## src/rtl/ee354_ssd_capture.sv

```systemverilog
// Recovers the 4-digit hex value shown on a multiplexed, active-low seven-segment display
// by watching its anode and cathode lines, with glitch filtering, frame sequencing and timeout.
module ee354_ssd_capture #(
    parameter int STABLE_N = 16,
    parameter int TIMEOUT  = 2000000
) (
    input  logic        Clk,
    input  logic        Reset,
    input  logic [3:0]  An,
    input  logic [7:0]  Cath,
    input  logic        Clr,
    output logic [15:0] Hex,
    output logic [3:0]  Dp_Out,
    output logic        Frame_Pulse,
    output logic        Frame_Valid,
    output logic        Scan_Lost,
    output logic        Err_Seg,
    output logic        Err_Anode
);

    localparam int SW = $clog2(STABLE_N + 1);
    localparam int TW = $clog2(TIMEOUT + 1);
    localparam logic [SW-1:0] STAB_LAST = SW'(STABLE_N - 1);
    localparam logic [TW-1:0] TMO_MAX   = TW'(TIMEOUT);

    typedef enum logic [1:0] {S_WAIT, S_D3, S_D2, S_D1} state_t;

    state_t        state_q, state_d;
    logic [3:0]    an_q, an_d, prev_an_q, prev_an_d;
    logic [7:0]    cath_q, cath_d, prev_cath_q, prev_cath_d;
    logic [SW-1:0] stab_q, stab_d;
    logic [TW-1:0] tmo_q, tmo_d;
    logic [11:0]   stage_hex_q, stage_hex_d;
    logic [2:0]    stage_dp_q, stage_dp_d;
    logic [15:0]   hex_q, hex_d;
    logic [3:0]    dp_q, dp_d;
    logic          pulse_q, pulse_d;
    logic          valid_q, valid_d;
    logic          err_seg_q, err_seg_d;
    logic          err_anode_q, err_anode_d;

    logic          single, multi, same, capture, lost, seg_ok, dp_bit;
    logic [3:0]    digit;

    always_comb begin
        single = 1'b0;
        multi  = 1'b0;
        case (an_q)
            4'b0111, 4'b1011, 4'b1101, 4'b1110: single = 1'b1;
            4'b1111:                            single = 1'b0;
            default:                            multi  = 1'b1;
        endcase
    end

    always_comb begin
        seg_ok = 1'b1;
        digit  = 4'h0;
        case (cath_q[7:1])
            7'b0000001: digit = 4'h0;
            7'b1001111: digit = 4'h1;
            7'b0010010: digit = 4'h2;
            7'b0000110: digit = 4'h3;
            7'b1001100: digit = 4'h4;
            7'b0100100: digit = 4'h5;
            7'b0100000: digit = 4'h6;
            7'b0001111: digit = 4'h7;
            7'b0000000: digit = 4'h8;
            7'b0000100: digit = 4'h9;
            7'b0001000: digit = 4'hA;
            7'b1100000: digit = 4'hB;
            7'b0110001: digit = 4'hC;
            7'b1000010: digit = 4'hD;
            7'b0110000: digit = 4'hE;
            7'b0111000: digit = 4'hF;
            default:    seg_ok = 1'b0;
        endcase
    end

    // Stability counter saturates at its last value so a long dwell captures only once.
    always_comb begin
        an_d        = An;
        cath_d      = Cath;
        prev_an_d   = an_q;
        prev_cath_d = cath_q;
        same        = (an_q == prev_an_q) && (cath_q == prev_cath_q);
        stab_d      = '0;
        capture     = 1'b0;
        if (single && same) begin
            stab_d  = (stab_q == STAB_LAST) ? stab_q : stab_q + SW'(1);
            capture = (stab_q == STAB_LAST - SW'(1));
        end
        lost   = (tmo_q == TMO_MAX);
        dp_bit = ~cath_q[0];
        if (capture) begin
            tmo_d = '0;
        end else if (lost) begin
            tmo_d = tmo_q;
        end else begin
            tmo_d = tmo_q + TW'(1);
        end
    end

    always_comb begin
        state_d     = state_q;
        stage_hex_d = stage_hex_q;
        stage_dp_d  = stage_dp_q;
        hex_d       = hex_q;
        dp_d        = dp_q;
        pulse_d     = 1'b0;
        valid_d     = lost ? 1'b0 : valid_q;
        if (capture) begin
            if (!seg_ok) begin
                state_d = S_WAIT;
            end else if (an_q == 4'b0111) begin
                state_d           = S_D3;
                stage_hex_d[11:8] = digit;
                stage_dp_d[2]     = dp_bit;
            end else begin
                case (state_q)
                    S_WAIT: state_d = S_WAIT;
                    S_D3: begin
                        state_d = S_WAIT;
                        if (an_q == 4'b1011) begin
                            state_d          = S_D2;
                            stage_hex_d[7:4] = digit;
                            stage_dp_d[1]    = dp_bit;
                        end
                    end
                    S_D2: begin
                        state_d = S_WAIT;
                        if (an_q == 4'b1101) begin
                            state_d          = S_D1;
                            stage_hex_d[3:0] = digit;
                            stage_dp_d[0]    = dp_bit;
                        end
                    end
                    S_D1: begin
                        state_d = S_WAIT;
                        if (an_q == 4'b1110) begin
                            hex_d   = {stage_hex_q, digit};
                            dp_d    = {stage_dp_q, dp_bit};
                            pulse_d = 1'b1;
                            valid_d = 1'b1;
                        end
                    end
                    default: state_d = S_WAIT;
                endcase
            end
        end else if (lost) begin
            state_d = S_WAIT;
        end
        err_seg_d   = (capture && !seg_ok) || (err_seg_q && !Clr);
        err_anode_d = multi || (err_anode_q && !Clr);
    end

    always_ff @(posedge Clk or negedge Reset) begin
        if (!Reset) begin
            state_q     <= S_WAIT;
            an_q        <= 4'b1111;
            cath_q      <= 8'hFF;
            prev_an_q   <= 4'b1111;
            prev_cath_q <= 8'hFF;
            stab_q      <= '0;
            tmo_q       <= '0;
            stage_hex_q <= '0;
            stage_dp_q  <= '0;
            hex_q       <= '0;
            dp_q        <= '0;
            pulse_q     <= 1'b0;
            valid_q     <= 1'b0;
            err_seg_q   <= 1'b0;
            err_anode_q <= 1'b0;
        end else begin
            state_q     <= state_d;
            an_q        <= an_d;
            cath_q      <= cath_d;
            prev_an_q   <= prev_an_d;
            prev_cath_q <= prev_cath_d;
            stab_q      <= stab_d;
            tmo_q       <= tmo_d;
            stage_hex_q <= stage_hex_d;
            stage_dp_q  <= stage_dp_d;
            hex_q       <= hex_d;
            dp_q        <= dp_d;
            pulse_q     <= pulse_d;
            valid_q     <= valid_d;
            err_seg_q   <= err_seg_d;
            err_anode_q <= err_anode_d;
        end
    end

    assign Hex         = hex_q;
    assign Dp_Out      = dp_q;
    assign Frame_Pulse = pulse_q;
    assign Frame_Valid = valid_q && !lost;
    assign Scan_Lost   = lost;
    assign Err_Seg     = err_seg_q;
    assign Err_Anode   = err_anode_q;

endmodule

```

## config.mk

```make
export PLATFORM = sky130hd
export DESIGN_NAME = ee354_ssd_capture
export DESIGN_NICKNAME = d
export VERILOG_FILES = /design/src/rtl/ee354_ssd_capture.sv
export SDC_FILE = /design/constraint.sdc
export NUM_CORES = 1
export LEC_CHECK = 0
export ABC_AREA = 1
export CAP_MARGIN = 25
export CORE_ASPECT_RATIO = 0.9
export CORE_MARGIN = 2
export CORE_UTILIZATION = 50
export DETAILED_ROUTE_END_ITERATION = 8
export PLACE_DENSITY = 0.71
export SLEW_MARGIN = 20
export SYNTH_ARGS = -nofsm -noshare
export SYNTH_HDL_FRONTEND = slang
export SYNTH_SLANG_ARGS = --single-unit
```

## constraint.sdc

```tcl
create_clock -name Clk -period 3.8 [get_ports Clk]
set_input_delay 0.57 -clock Clk [delete_from_list [all_inputs] [get_ports Clk]]
set_output_delay 0.57 -clock Clk [all_outputs]
set_load 0.01 [all_outputs]
```

==> out/results.ini, run 1 <==
[die]
die-area_mm2=0.00973
core_area_mm2=0.00865
start_util=0.518
die_w_um=104
row_count=32
num_io_pins=40
die_h_um=93.8

[clock_network]
clkSlewWorstSetupHoldPaths_ps=90
cts_tree=built
post_cts_resized=0
clk_latency_ps=360
hold_buffers=0
cts_max_path_buffers=2
cts.root.buffer_cell=clkbuf_8
cts_setup_buffers=0
cts_sinks=91
cts_buffers=9
htreeDepth=3

[synth]
syn-mean-instance-area_um2=8.16
synthesis.area_mm2=0.00448
ys_types=33
ys.flop_type=dfrtp_1
syn-num-nets=569
yosysWarnings=0
ys_seq_area_frac=0.515
ys_seq_elements=91
synthArstFlopShare=1.00
synth_edf_count=0
synthCells=549

[final_layout]
area_delta_synth_final_pct=16.4
nets=613
antenna_cells=0
drive_gt1_frac=0.125

[placed_design]
dp_hpwl_um=6500
port_buffers=39
gp_congestion=0.904
place_ws_ps=1200

[setup_path]
cp_max_fo=4
cp.required_ps=3230
crit_start=tmo_q[0]
endpoint=Scan_Lost
reg2reg_depth=8
crit_path_start_kind=register
critPathKind=reg2out
r2r-end=Dp_Out[3]
cp-end-kind=primary output
r2r-start=an_q[2]
cp.arrival_ps=2130
r2r_slack_ps=1210

[power_and_ir_drop]
power_density_mw_per_mm2=360
vdd_drop_max_uv=218
p_leak_nw=2.78

[global_routing]
grt_pass1_wl_um=15400
overflow=0
grt_start_max_net_pins=54
antenna_found_initial=0
grt_pass1_vias=3344
grt.total_usage=0.196

[sta]
finalWorstSetupSlack_ps=1100
hold_violations=0
finalMaxSlewViolations=0
maxSlewHeadroom=0.521
tightest_slew_ps=718
fmax_ghz=0.370
setup_tns_ps=0
rsz0062_at_grt=false
fin_skew_ps=9.72
post-route-period-util=0.711
setup_violations=0
min_period_ps=2700

[route]
drc_errors=0
num_vias=3593
finalWirelength_um=8830
drtAntennaViolNets=0
vias_per_cell=5.01
dr.first_iter.drc_count=188
drtPass1Iterations=5
post_drt_wl_per_cell_um=12.3

[run]
max_cap_violations=0

[status]
outcome=complete, no violations

[hold_path]
hp-class=in2async

## worst max-delay path, stage by stage (launching register included)
cell,delay (ps)
dfrtp_1,430
inv_1,110
ha_1,160
nand2_1,50
nor3_1,120
nand3_1,170
inv_1,170
clkdlybuf4s50_1,550
## cells in the mapped netlist (2+ instances only)
library cell | instances | area share
nand2_1 | 166 | 0.14
inv_1 | 77 | 0.065
nand3_1 | 70 | 0.078
dfrtp_1 | 67 | 0.37
nor2_1 | 48 | 0.040
dfstp_2 | 24 | 0.14
nand2_2 | 11 | 0.015
nand4_1 | 10 | 0.014
nor3_1 | 10 | 0.011
o21ai_0 | 10 | 0.011
buf_6 | 5 | 0.013
ha_1 | 5 | 0.014
xor2_1 | 5 | 0.0098
inv_2 | 4 | 0.0034
o211ai_1 | 4 | 0.0067
or2_2 | 4 | 0.0056
xnor2_1 | 4 | 0.0078
a21oi_1 | 3 | 0.0034
clkbuf_1 | 3 | 0.0025
nand3_4 | 2 | 0.0078
nor2_2 | 2 | 0.0028
nor2_4 | 2 | 0.0050
nor3_2 | 2 | 0.0045
o22ai_1 | 2 | 0.0028
## power breakdown
part	total [mW]	internal [mW]	switching, mW
combinational	0.0879	0.0316	0.0563
sequential	1.01	0.992	0.0132
clock	0.785	0.441	0.344
total	1.88	1.46	0.413
## layout make-up
cell class	count	area, µm²
Clock buffer	9	124
Sequential cell	91	2310
Fill cell	802	3440
Inverter	81	304
Tap cell	119	149
Multi-Input combinational cell	368	1790
Clock inverter	7	124
Timing Repair Buffer	42	410
## worst min path at each step
| stage | start | end | slack [ps] | depth (start not counted) |
|---|---|---|---|---|
| finish | Reset | tmo_q[17] | 240 | 2 |
| global placement | cath_q[0] | prev_cath_q[0] | 360 | 0 |
| CTS | Reset | tmo_q[17] | 250 | 2 |
| floorplan | Reset | Dp_Out[0] | 270 | 0 |
| global route | Reset | tmo_q[15] | 280 | 2 |
| detailed placement | cath_q[0] | prev_cath_q[0] | 360 | 0 |
## routing by layer
metal,vias to the layer above,share of wire,global-route usage
met5,-,0,0
met4,0,0.012,0.0563
met3,12,0.047,0.0381
met2,92,0.45,0.313
met1,1675,0.49,0.276
li1,1814,-,-
## stage by stage
step                power, mW  cells  hold WS [ps]   util  instance area [µm²]
finish                   1.88    717           244  0.603                 5210
global route             1.95    717           281  0.603                 5210
CTS                      1.90    717           255  0.603                 5210
detailed placement       1.11    701           365  0.574                 4960
global placement         1.11    701           362  0.574                 4960
floorplan                1.06    549           274      -                 4480
## registers in the layout, indices dropped and copies added, names as in the netlist, 2 cells and up
signal,flops
prev_an_q,4
stage_dp_q,3
prev_cath_q,8
stage_hex_q,12
an_q,4
tmo_q,21
stab_q,5
cath_q,8
state_q,2
Hex,16
Dp_Out,4
## logic make-up (layout without fill, tap and decap cells)
group / after synthesis / after routing / synth area share
fa+ha+maj: 5 / 5 / 0.0140
xor+xnor: 9 / 9 / 0.0176
buf+inv: 90 / 139 / 0.0841
simple gates: 334 / 334 / 0.343
compound gates: 20 / 20 / 0.0257
flops: 91 / 91 / 0.515
## layout by cell type, fill, tap and decap left out, types with 9 or more instances in the layout
cell and n:
nor3_1 10, inv_1 77, nand4_1 10, o21ai_0 10, clkbuf_8 9, nor2_1 48
clkdlybuf4s50_1 38, nand3_1 70, dfstp_2 24, dfrtp_1 67, nand2_2 11, nand2_1 166
Power figures use the tool's default switching activity.
==> run 2, diff against run 1 <==
--- a/config.mk
+++ b/config.mk
@@ -11,7 +11,7 @@
 export CORE_MARGIN = 2
 export CORE_UTILIZATION = 50
 export DETAILED_ROUTE_END_ITERATION = 8
-export PLACE_DENSITY = 0.71
+export PLACE_DENSITY = 0.74
 export SLEW_MARGIN = 20
 export SYNTH_ARGS = -nofsm -noshare
 export SYNTH_HDL_FRONTEND = slang
==> constraint.sdc (replaced) <==
create_clock -name Clk -period 2.25 [get_ports Clk]
set_input_delay 0.3375 -clock Clk [delete_from_list [all_inputs] [get_ports Clk]]
set_output_delay 0.3375 -clock Clk [all_outputs]
set_load 0.01 [all_outputs]
==> run 2 against run 1 <==
Net effect: die area unchanged; largest cell class unchanged; wire length up 6.0%; critical path depth up 1; first-iteration DRC count up 36%; clock skew up 6.7 ps; power up 56%; design area up 0.94%.
==> out/results.ini, run 2 (same netlist as run 1, synthesis figures left out) <==
[status]
outcome=complete, no violations  ; unchanged

[power_and_ir_drop]
vdd_drop_max_uv=417  ; was 218 µV
power_density_mw_per_mm2=557  ; was 360 mW/mm²
p_leak_nw=2.80  ; was 2.78 nW
finalPower_mw=2.93  ; was 1.88 mW

[route]
vias_per_cell=5.12  ; was 5.01
drc_errors=0  ; unchanged
num_vias=3724  ; was 3,593
drtAntennaViolNets=0  ; unchanged
drtPass1Iterations=5  ; unchanged
finalWirelength_um=9360  ; was 8830 µm
post_drt_wl_per_cell_um=12.9  ; was 12.3 µm
dr.first_iter.drc_count=255  ; was 188

[final_layout]
layout_commonest_cell=nand2_1  ; unchanged
regMostFlops=tmo_q  ; unchanged
n_fill_cell=752  ; was 802
layout_common_cells=nand2_1, inv_1, nand3_1, dfrtp_1, nor2_1  ; unchanged
seqCellArea_mm2=0.00231  ; unchanged
nets=623  ; was 613
fin_cells=727  ; was 717
multiInputGateArea_mm2=0.00182  ; was 0.00179 mm²
antenna_cells=0  ; unchanged
finish.utilization=0.608  ; was 0.603
area_delta_synth_final_pct=17.5  ; was 16.4%
drive_gt1_frac=0.148  ; was 0.125
largest_reg_flops=21  ; unchanged

[clock_network]
cts_tree=built  ; unchanged
cts_max_path_buffers=2  ; unchanged
clk_latency_ps=370  ; was 360 ps
cts_buffers=9  ; unchanged
cts_sinks=91  ; unchanged
clkSlewWorstSetupHoldPaths_ps=100  ; was 90 ps
cts.root.buffer_cell=clkbuf_8  ; unchanged
htreeDepth=3  ; unchanged

[die]
start_util=0.518  ; unchanged
num_io_pins=40  ; unchanged
row_count=32  ; unchanged
die-area_mm2=0.00973  ; unchanged
core_area_mm2=0.00865  ; unchanged
die_h_um=93.8  ; unchanged
die_w_um=104  ; unchanged

[global_routing]
grt_pass1_wl_um=15600  ; was 15,400 µm
grt_start_max_net_pins=52  ; was 54
antenna_found_initial=0  ; unchanged
grt_pass1_vias=3390  ; was 3,344
grt.total_usage=0.199  ; was 0.196
overflow=0  ; unchanged

[sta]
maxSlewHeadroom=0.655  ; was 0.521
fin_skew_ps=16.4  ; was 9.72 ps
setup_violations=0  ; unchanged
rsz0062_at_grt=false  ; unchanged
fin_hold_ws_ps=365  ; was 244 ps
tightest_slew_ps=517  ; was 718 ps
hold_violations=0  ; unchanged
finalMaxSlewViolations=0  ; unchanged
setup_tns_ps=0  ; unchanged
post-route-period-util=0.960
fmax_ghz=0.463
min_period_ps=2160

[setup_path]
cp_max_fo=4  ; unchanged
cp.required_ps=1910  ; was 3230 ps
reg2reg_depth=11  ; was 8
cp.arrival_ps=1820  ; was 2130 ps
r2r_slack_ps=130  ; was 1210 ps
critPathKind=reg2out  ; unchanged
cp-end-kind=primary output  ; unchanged
crit_path_start_kind=register  ; unchanged

[placed_design]
dp_hpwl_um=6560  ; was 6500 µm
gp_congestion=0.992  ; was 0.904
dp.cells=704  ; was 701
port_buffers=39  ; unchanged

[run]
max_cap_violations=0  ; unchanged

[hold_path]
hp-class=in2reg  ; was in2async
holdPathStages=1

[run 2: cell count changes in the layout (fill, tap and decap cells not counted), sizes merged, moves of 2 or more]
cell / previous run / this run
buf: 4 / 11
bufinv: 3 / 0
clkdlybuf4s50: 38 / 36
inv: 82 / 84
[run 2: metrics by stage]
| step | area [µm²] | setup WS (ps) |
|---|---|---|
| after floorplan | 4480 | 453 |
| after detailed placement | 5000 | 70.4 |
| after CTS | 5220 | 45.2 |
| after global routing | 5260 | 8.80 |
| after global placement | 5000 | 81.5 |
| final | 5260 | 89.2 |
[run 2: worst max-delay path, cell delays in order (launching register included)]
cell and delay [ps]:
dfrtp_1 410, inv_2 90, ha_1 160, nand2_1 50
nor3_1 140, nand3_1 140, buf_4 160, inv_2 70
clkdlybuf4s15_1 230
[run 2: path summary, 6_finish.rpt]
path,end,start
max,Scan_Lost,tmo_q[0]
min,cath_q[4],Cath[4]
max reg2reg,stage_hex_q[0],cath_q[2]
min reg2reg,prev_cath_q[0],cath_q[0]
max in group asynchronous,stage_hex_q[1],Reset
min in group asynchronous,tmo_q[13],Reset
[run 2: final cells by class]
class                   count  area share
clock buffers               9      0.0235
clock inverters             7      0.0133
well taps                 119      0.0283
flip-flops and latches     91       0.439
repair buffers             50      0.0920
inverters                  81      0.0578
multi-input cells         370       0.346
[run 2: where the power goes]
group / switching [mW] / internal (mW)
sequential: 0.0242 / 1.68
combinational: 0.0970 / 0.0564
clock: 0.647 / 0.430
total: 0.768 / 2.16
[run 2: layer usage]
layer	up-vias	wire length [µm]	GRT usage
met5	-	0	0
met4	0	102	0.0541
met3	15	595	0.0444
met2	139	4370	0.322
met1	1733	4290	0.273
li1	1837	-	-
[run 2: timing repair]
action / in CTS / in global routing
setup buffers: 3 / 1
hold buffers: 1 / 0
endpoints found under the setup margin: 2 / 40
resized for setup: 5 / 5
gates cloned: 0 / 2
pin swaps: 1 / 2
hold endpoints to repair: 16 / 0
==> run 3, diff against run 2 <==
==> constraint.sdc (replaced) <==
create_clock -name Clk -period 2.25 [get_ports Clk]
set_input_delay 0.3375 -clock Clk [delete_from_list [all_inputs] [get_ports Clk]]
set_output_delay 0.3375 -clock Clk [all_outputs]
set_load 0.005 [all_outputs]
==> run 3 against run 2 <==
Net effect: design area is 3.8% higher; worst hold slack about the same; utilization rose by 2.3 points; sequential share of layout area is 1.6 points lower; clock-buffer cell count is the same; fmax decreased by 2.3%; clock power barely moved; largest cell class unchanged; die area is the same; register-to-register slack got worse by 90 ps.
==> out/results.ini, run 3 (same netlist as run 1, synthesis figures left out) <==
[placed_design]
place_ws_ps=52.2  ; was 70.4 ps
place_area_mm2=0.00499  ; was 0.00500 mm²
port_buffers=39  ; unchanged
gp_congestion=0.920  ; was 0.992
dp_hpwl_um=6400  ; was 6560 µm
dp.cells=703  ; was 704

[die]
row_count=32  ; unchanged
start_util=0.518  ; unchanged
die_w_um=104  ; unchanged
die-area_mm2=0.00973  ; unchanged
die_h_um=93.8  ; unchanged
num_io_pins=40  ; unchanged
core_area_mm2=0.00865  ; unchanged

[global_routing]
antenna_found_initial=0  ; unchanged
grt_pass1_wl_um=16100  ; was 15,600 µm
overflow=0  ; unchanged
grt_start_max_net_pins=56  ; was 52
grt_pass1_vias=3634  ; was 3,390
grt.total_usage=0.206  ; was 0.199

[setup_path]
cp-end-kind=register  ; was primary output
cp_max_fo=3  ; was 4
cp.required_ps=2560  ; was 1910 ps
cp.arrival_ps=2530  ; was 1820 ps
crit_path_start_kind=register  ; unchanged
critPathKind=reg2reg  ; was reg2out

[clock_network]
clk_latency_ps=370  ; about the same
clkSlewWorstSetupHoldPaths_ps=100  ; about the same
cts_tree=built  ; unchanged
htreeDepth=3  ; unchanged
cts_sinks=91  ; unchanged
cts_buffers=9  ; unchanged
cts.root.buffer_cell=clkbuf_8  ; unchanged
cts_max_path_buffers=2  ; unchanged

[final_layout]
layout_commonest_cell=nand2_1  ; unchanged
n_fill_cell=749  ; was 752
fin_cells=741  ; was 727
largest_reg_flops=21  ; unchanged
regMostFlops=tmo_q  ; unchanged
drive_gt1_frac=0.182  ; was 0.148
antenna_cells=0  ; unchanged
finish.utilization=0.631  ; was 0.608
nets=637  ; was 623
multiInputGateArea_mm2=0.00190  ; was 0.00182 mm²
layout_common_cells=nand2_1, inv_1, dfrtp_1, nand3_1, nor2_1  ; was nand2_1, inv_1, nand3_1, dfrtp_1, nor2_1
final_area_mm2=0.00546  ; was 0.00526 mm²
area_delta_synth_final_pct=21.9  ; was 17.5%
seqCellArea_mm2=0.00231  ; unchanged

[sta]
setup_violations=0  ; unchanged
fmax_ghz=0.452  ; was 0.463 GHz
setup_tns_ps=0  ; unchanged
fin_hold_ws_ps=365  ; about the same
hold_violations=0  ; unchanged
finalMaxSlewViolations=0  ; unchanged
finalWorstSetupSlack_ps=38.2  ; was 89.2 ps
post-route-period-util=0.983  ; was 0.960
min_period_ps=2210  ; was 2160 ps
tightest_slew_ps=509  ; was 517 ps
maxSlewHeadroom=0.660  ; was 0.655
fin_skew_ps=13.4  ; was 16.4 ps
rsz0062_at_grt=true  ; was false

[route]
finalWirelength_um=9550  ; was 9360 µm
drtPass1Iterations=4  ; was 5
drc_errors=0  ; unchanged
vias_per_cell=5.04  ; was 5.12
num_vias=3731  ; was 3,724
dr.first_iter.drc_count=237  ; was 255
post_drt_wl_per_cell_um=12.9  ; about the same
drtAntennaViolNets=0  ; unchanged

[hold_path]
hp-class=in2reg  ; unchanged

[run]
max_cap_violations=0  ; unchanged

[power_and_ir_drop]
power_density_mw_per_mm2=535  ; was 557 mW/mm²
finalPower_mw=2.92  ; was 2.93 mW
p_leak_nw=2.92  ; was 2.80 nW
vdd_drop_max_uv=386  ; was 417 µV

[status]
outcome=complete, no violations  ; unchanged

-- run 3: final timing paths --
| path | startpoint | endpoint | slack [ps] | cells after the start |
|---|---|---|---|---|
| worst max-delay path | tmo_q[0] | valid_q | 40 | 17 |
| worst min-delay path | Cath[2] | cath_q[2] | 360 | 1 |
| worst max register to register | tmo_q[0] | valid_q | 40 | 17 |
| worst min register to register | cath_q[0] | prev_cath_q[0] | 380 | 0 |
| max in group asynchronous | Reset | prev_cath_q[0] | 1090 | 3 |
| min in group asynchronous | Reset | tmo_q[14] | 460 | 2 |
-- run 3: cell type report --
type	instances	share of cell area
sequential	91	0.423
multi-input combinational	370	0.348
timing repair buffer	64	0.111
inverter	81	0.0557
tap	119	0.0273
clock buffer	9	0.0227
clock inverter	7	0.0133
-- run 3: worst max-delay path, cell delays in order, from the launching register on --
cell	delay, ps
dfrtp_1	400
inv_2	70
ha_4	160
nand2_2	50
nor3_2	40
nand3_2	100
nand2_2	70
buf_4	120
buf_4	120
buf_4	120
buf_4	120
buf_4	120
buf_4	120
buf_4	120
buf_4	120
buf_4	130
buf_6	110
nand2_2	50
-- run 3: what timing repair did --
action                                 in CTS  in global routing
buffers inserted                           14                  5
setup endpoints to repair                   2                 43
hold buffers                                1                  0
gates cloned                                0                  2
resized for setup                           4                 20
pin swaps                                   2                  4
endpoints found under the hold margin      14                  0
-- run 3: power breakdown --
part           leakage (nW)  switching (mW)  internal, mW
clock                0.0962           0.631         0.431
sequential             1.17          0.0241          1.68
combinational          1.66           0.100        0.0577
-- run 3: layer usage --
layer	track usage	vias to the layer above	share of wire
met5	0	-	0
met4	0.0777	0	0.016
met3	0.0534	19	0.062
met2	0.339	118	0.47
met1	0.265	1733	0.46
li1	-	1861	-
